===== src/rtl/amplitude_request_arbiter.sv =====
// Round-robin arbiter sharing one amplitude cofactor unit among alpha, beta, stabilizer and amp2.
// Optional watchdog abort is enabled by defining AMP_ARB_WATCHDOG_EN.
module amplitude_request_arbiter #(
  parameter int num_qubit      = 4,
  parameter int TIMEOUT_CYCLES = 1024
) (
  input  logic        clk,
  input  logic        rst_new,
  input  logic [3:0]  req,
  input  logic [31:0] counter_valid_in,
  input  logic        ready_cofactor,
  input  logic        done_amplitude,
  input  logic        fsm_amplitude_busy,
  input  logic        done_alpha,
  input  logic        valid_out,
  output logic [3:0]  grant,
  output logic        det_alpha,
  output logic        det_beta,
  output logic        det_stab,
  output logic        det_amp2,
  output logic [31:0] counter_valid_vector,
  output logic [3:0]  done_req,
  output logic        skip,
  output logic        busy,
  output logic        timeout_err
);

  if (num_qubit < 1 || TIMEOUT_CYCLES < 1) begin : g_bad_cfg
    $error("amplitude_request_arbiter: num_qubit and TIMEOUT_CYCLES must be positive");
  end

  typedef enum logic [2:0] {
    S_IDLE,
    S_ISSUE,
    S_ROTATE,
    S_DRAIN,
    S_HOLD_A,
    S_RELEASE
  } state_t;

  state_t      r_state;
  logic [1:0]  r_rr_ptr;
  logic [3:0]  r_det;
  logic        r_vo_seen;
  logic        r_skip_pend;

  logic        w_found;
  logic [1:0]  w_winner;
  logic [1:0]  w_cand;
  logic [3:0]  w_onehot;

  // Scan from the farthest candidate to the nearest so the first set bit at/after rr_ptr wins.
  always_comb begin
    w_found  = 1'b0;
    w_winner = r_rr_ptr;
    w_cand   = r_rr_ptr;
    for (int k = 3; k >= 0; k--) begin
      w_cand = r_rr_ptr + 2'(k);
      if (req[w_cand]) begin
        w_found  = 1'b1;
        w_winner = w_cand;
      end
    end
    w_onehot = 4'b0001 << w_winner;
  end

  assign det_alpha = r_det[0];
  assign det_beta  = r_det[1];
  assign det_stab  = r_det[2];
  assign det_amp2  = r_det[3];
  assign busy      = (r_state != S_IDLE);

`ifdef AMP_ARB_WATCHDOG_EN
  logic [31:0] r_wd_cnt;
`else
  assign timeout_err = 1'b0;
`endif

  always_ff @(posedge clk or posedge rst_new) begin
    if (rst_new) begin
      r_state              <= S_IDLE;
      r_rr_ptr             <= 2'd0;
      r_det                <= 4'd0;
      r_vo_seen            <= 1'b0;
      r_skip_pend          <= 1'b0;
      grant                <= 4'd0;
      done_req             <= 4'd0;
      skip                 <= 1'b0;
      counter_valid_vector <= 32'd0;
`ifdef AMP_ARB_WATCHDOG_EN
      timeout_err          <= 1'b0;
      r_wd_cnt             <= 32'd0;
`endif
    end else begin
      r_det    <= 4'd0;
      done_req <= 4'd0;
      skip     <= 1'b0;

      // A consumer pulse seen early is remembered until the grant is released.
      if (valid_out && (r_state == S_ROTATE || r_state == S_DRAIN || r_state == S_HOLD_A))
        r_vo_seen <= 1'b1;

      case (r_state)
        S_IDLE: begin
          if (w_found && ready_cofactor) begin
            grant                <= w_onehot;
            counter_valid_vector <= counter_valid_in;
            r_rr_ptr             <= w_winner + 2'd1;
            if (counter_valid_in == 32'd0) begin
              r_skip_pend <= 1'b1;
              r_state     <= S_RELEASE;
            end else begin
              r_skip_pend <= 1'b0;
              r_state     <= S_ISSUE;
            end
          end
        end
        S_ISSUE: begin
          r_det   <= grant;
          r_state <= S_ROTATE;
        end
        S_ROTATE: begin
          if (done_amplitude)
            r_state <= S_DRAIN;
        end
        S_DRAIN: begin
          if (!fsm_amplitude_busy) begin
            if (grant[0]) begin
              if (done_alpha)
                r_state <= S_HOLD_A;
            end else begin
              r_state <= S_RELEASE;
            end
          end
        end
        S_HOLD_A: begin
          if (valid_out || r_vo_seen)
            r_state <= S_RELEASE;
        end
        S_RELEASE: begin
          done_req    <= grant;
          skip        <= r_skip_pend;
          grant       <= 4'd0;
          r_skip_pend <= 1'b0;
          r_vo_seen   <= 1'b0;
          r_state     <= S_IDLE;
        end
        default: r_state <= S_IDLE;
      endcase

`ifdef AMP_ARB_WATCHDOG_EN
      timeout_err <= 1'b0;
      if (r_state == S_IDLE) begin
        r_wd_cnt <= 32'd0;
      end else if (r_wd_cnt == 32'(TIMEOUT_CYCLES - 1)) begin
        // Abort the stuck transaction: report it to the owner without the skip flag.
        timeout_err <= 1'b1;
        done_req    <= grant;
        skip        <= 1'b0;
        grant       <= 4'd0;
        r_det       <= 4'd0;
        r_skip_pend <= 1'b0;
        r_vo_seen   <= 1'b0;
        r_wd_cnt    <= 32'd0;
        r_state     <= S_IDLE;
      end else begin
        r_wd_cnt <= r_wd_cnt + 32'd1;
      end
`endif
    end
  end

endmodule


===== config.mk =====
export PLATFORM = sky130hd
export DESIGN_NAME = amplitude_request_arbiter
export DESIGN_NICKNAME = d
export VERILOG_FILES = /design/src/rtl/amplitude_request_arbiter.sv
export SDC_FILE = /design/constraint.sdc
export NUM_CORES = 1
export LEC_CHECK = 0
export ABC_CLOCK_PERIOD_IN_PS = 2100
export CAP_MARGIN = 10
export CORE_ASPECT_RATIO = 1.1
export CORE_MARGIN = 2
export CORE_UTILIZATION = 43
export CTS_CLUSTER_DIAMETER = 40
export CTS_CLUSTER_SIZE = 20
export DETAILED_ROUTE_END_ITERATION = 6
export PLACE_DENSITY = 0.79
export SLEW_MARGIN = 15
export SYNTH_ARGS = -nofsm -noshare
export SYNTH_HDL_FRONTEND = slang
export SYNTH_SLANG_ARGS = --single-unit

===== constraint.sdc =====
create_clock -name clk -period 2.1 [get_ports clk]
set_input_delay 0.525 -clock clk [delete_from_list [all_inputs] [get_ports clk]]
set_output_delay 0.525 -clock clk [all_outputs]
set_load 0.05 [all_outputs]

==> out/results.ini <==
[clock_network]
path_clk_slew_ns = 0.10
clkSinkCount = 52
cts_made_buffers = 5
cts_root_buffer = clkbuf_8
htree_levels = 2
insertion_delay_ns = 0.31
hold_buffers = 0
tritoncts = yes
ctsLongestPathBuffers = 2

[outcome]
violations = setup timing
status = complete, but fails checks

[power_and_ir_drop]
vdd_ir_drop_max_uv = 1090
p_sw_share_pct = 43.6
pwr-share-seq_pct = 28.5
p_per_area_nw_per_um2 = 1680
internal_power_mw = 3.33
p_leak_nw = 1.60
p_clk_share_pct = 15.7
combPwrFrac_pct = 55.8
switchingPower_mw = 2.57
power.total_mw = 5.90

[worst_setup_path]
crit_buf_inv = 3
crit_end = counter_valid_vector[12]$_DFFE_PP0P_
regToRegSetupSlack_ns = 0.33
arrival_ns = 2.30
critPathMaxStageDelay_ns = 0.47
cp.depth = 7
cp.required_ns = 2.30
r2r_start = r_state[0]$_DFFE_PP0P_
slowest_stage = or4_1
cp-end-kind = flop
reg2reg_depth = 7
worstSetupStartpointType = input port
path_delay_family = simple AND/OR/NAND/NOR gates
crit_start = req[3]
path_cells = clkdlybuf4s50_1, or4_1, and3_4, nand2b_4, buf_6, clkbuf_16, mux2_2
worstSetupPathType = input port to flop
cp_max_fo = 5
rr_endpoint = grant[0]$_DFFE_PP0P_

[synth]
yosys_most_used_dff = dfrtp_1
ys_ff_latch = 52
avgSynthCellArea_um2 = 12.9
syn_nets = 213
syn-cell-area_um2 = 2190
yosysWarnings = 0
async_reset_ff_share_pct = 100
synth_edf_count = 0
yosysSeqAreaShare_pct = 59.3
synthCells = 170
ys_types = 36

[placed_design]
portBuffers = 88
pre_cts_ws_ns = -0.367
placed_cells = 324
place_hpwl_mm = 3.79
routabilityCongestion = 0.749

[floorplanning]
start_util_pct = 44.2
die_y_um = 78.9
core_um2 = 4970
ios = 90
num_rows = 27
die-area_um2 = 5690
die_w_um = 72.1

[global_route]
grt_max_degree = 53
grt-busiest-layer = met2
grtUsageMet1_pct = 22.2
grt_pass1_vias = 1787
overflow = 0
use_met2_pct = 34.5
grt_use_total_pct = 19.0
grt_use_met3_pct = 3.81
antenna_found_initial = 0
grt_pass1_wl_mm = 8.42

[sta]
drv_slew = 0
finalSetupViolations = 1
clock_skew_ns = 0.00865
hold_violations = 0
relSlewSlack_pct = 63.6
max_slew.worst_pin.slew_ns = 0.544
hold_ws_ns = 0.480
fin_ws_ns = -0.00301
finalCriticalPeriod_ns = 2.10
max_freq_mhz = 476
fin_crit_sh_pct = 100

[drt]
wirelength_mm = 5.44
via_per_inst = 5.05
drt.antenna.violating_nets = 0
wl_per_cell_um = 16.0
drt-pass1-iter-count = 4
dr_total_vias = 1717
drc_errors = 0
drt_iter0_markers = 76

[finish]
antenna_cells = 0
fillers = 386
drive_gt1_share_pct = 24.5
syn_to_final_growth_pct = 60.5
register_area_um2 = 1300
final_common_cell = clkdlybuf4s50_1
nets = 324
finalNonFillerCells = 340
mostFrequentLayoutCells = 81 x clkdlybuf4s50_1, 52 x dfrtp_1, 30 x mux2_2
multi_input_area_um2 = 803

[hold_path]
hp-start = r_skip_pend$_DFFE_PP0P_
hold_path.class = flop to flop

[job]
drv_cap = 0

==> timing repair <==
item / in CTS / in global routing
pin swaps: 0 / 2
gates resized for setup: 2 / 11
buffers inserted: 0 / 6
setup endpoints to repair: 23 / 24
cloned: 0 / 2
==> cell usage after synthesis, types with 2 or more instances <==
master	number	area share, %
mux2_1	2	1.0
a21oi_1	2	0.46
dfrtp_1	52	59
o21ai_0	5	1.1
nand2_1	3	0.51
and2_1	7	2.0
nor2_1	8	1.4
and3_1	2	0.57
mux2_2	30	15
o31ai_1	4	1.4
o22ai_1	3	0.86
nor3_1	3	0.68
buf_6	4	2.1
nand4_1	2	0.57
buf_4	2	0.68
inv_1	10	1.7
nor4_1	8	2.3
nand3_1	5	1.1
==> flip-flops by register name (all words and copies together), names as in the netlist <==
signal	cells
r_vo_seen	1
r_rr_ptr	2
r_det	4
grant	4
done_req	4
skip	1
r_state	3
r_skip_pend	1
counter_valid_vector	32
==> through the flow <==
step | TNS, ns | area [um^2] | util [%]
floorplan | 0 | 2190 | -
global placement | -11.95 | 3230 | 65.1
detailed placement | -12.92 | 3230 | 65.1
CTS | 0 | 3400 | 68.5
global route | -0.0155 | 3520 | 70.9
finish | -0.00301 | 3520 | 70.9
==> power groups by stage <==
stage / clock network [mW] / registers (mW) / logic [mW]
after floorplan: 0 / 2.93 / 0.806
after global placement: 0 / 1.67 / 3.11
after detailed placement: 0 / 1.69 / 3.17
after CTS: 0.937 / 1.68 / 3.19
after global routing: 0.993 / 1.75 / 3.44
final: 0.925 / 1.68 / 3.29
==> worst min path at each step <==
stage | endpoint | cells past startpoint
global route | skip$_DFF_PP0_ | 1
floorplan | skip$_DFF_PP0_ | 1
global placement | skip$_DFF_PP0_ | 1
finish | skip$_DFF_PP0_ | 1
detailed placement | skip$_DFF_PP0_ | 1
CTS | skip$_DFF_PP0_ | 1
==> cell type report <==
| cell class | count | share of cell area [%] |
|---|---|---|
| timing repair buffer | 111 | 32.6 |
| multi-input combinational | 101 | 22.8 |
| inverter | 10 | 1.07 |
| clock buffer | 5 | 1.95 |
| sequential | 52 | 37.0 |
| clock inverter | 3 | 2.56 |
| tap | 58 | 2.06 |
==> logic make-up (layout without fill, tap and decap cells) <==
logic type,count (synthesis),after routing,share of synthesized area (%)
other,1,1,0.171
multiplexers,34,34,17.6
AO/OA/AOI/OAI,22,22,7.19
AND/OR/NAND/NOR,44,44,11.1
flip-flops,52,52,59.3
buffers and inverters,17,129,4.62
==> metal layers <==
layer  vias to the layer above  part of all wire (%)
li1                        835                     -
met1                       829                    38
met2                        47                    57
met3                         6                   4.4
met4                         0                   1.2
met5                         -                     0
==> worst register-to-register path: stages, from the launching register on <==
cell      delay [ns]
dfrtp_1         0.46
nor2_1          0.25
and3_4          0.25
nand2b_4        0.09
buf_12          0.14
buf_6           0.12
buf_4           0.13
o31ai_1         0.23
Note: power is estimated with default switching activity, not from simulation.
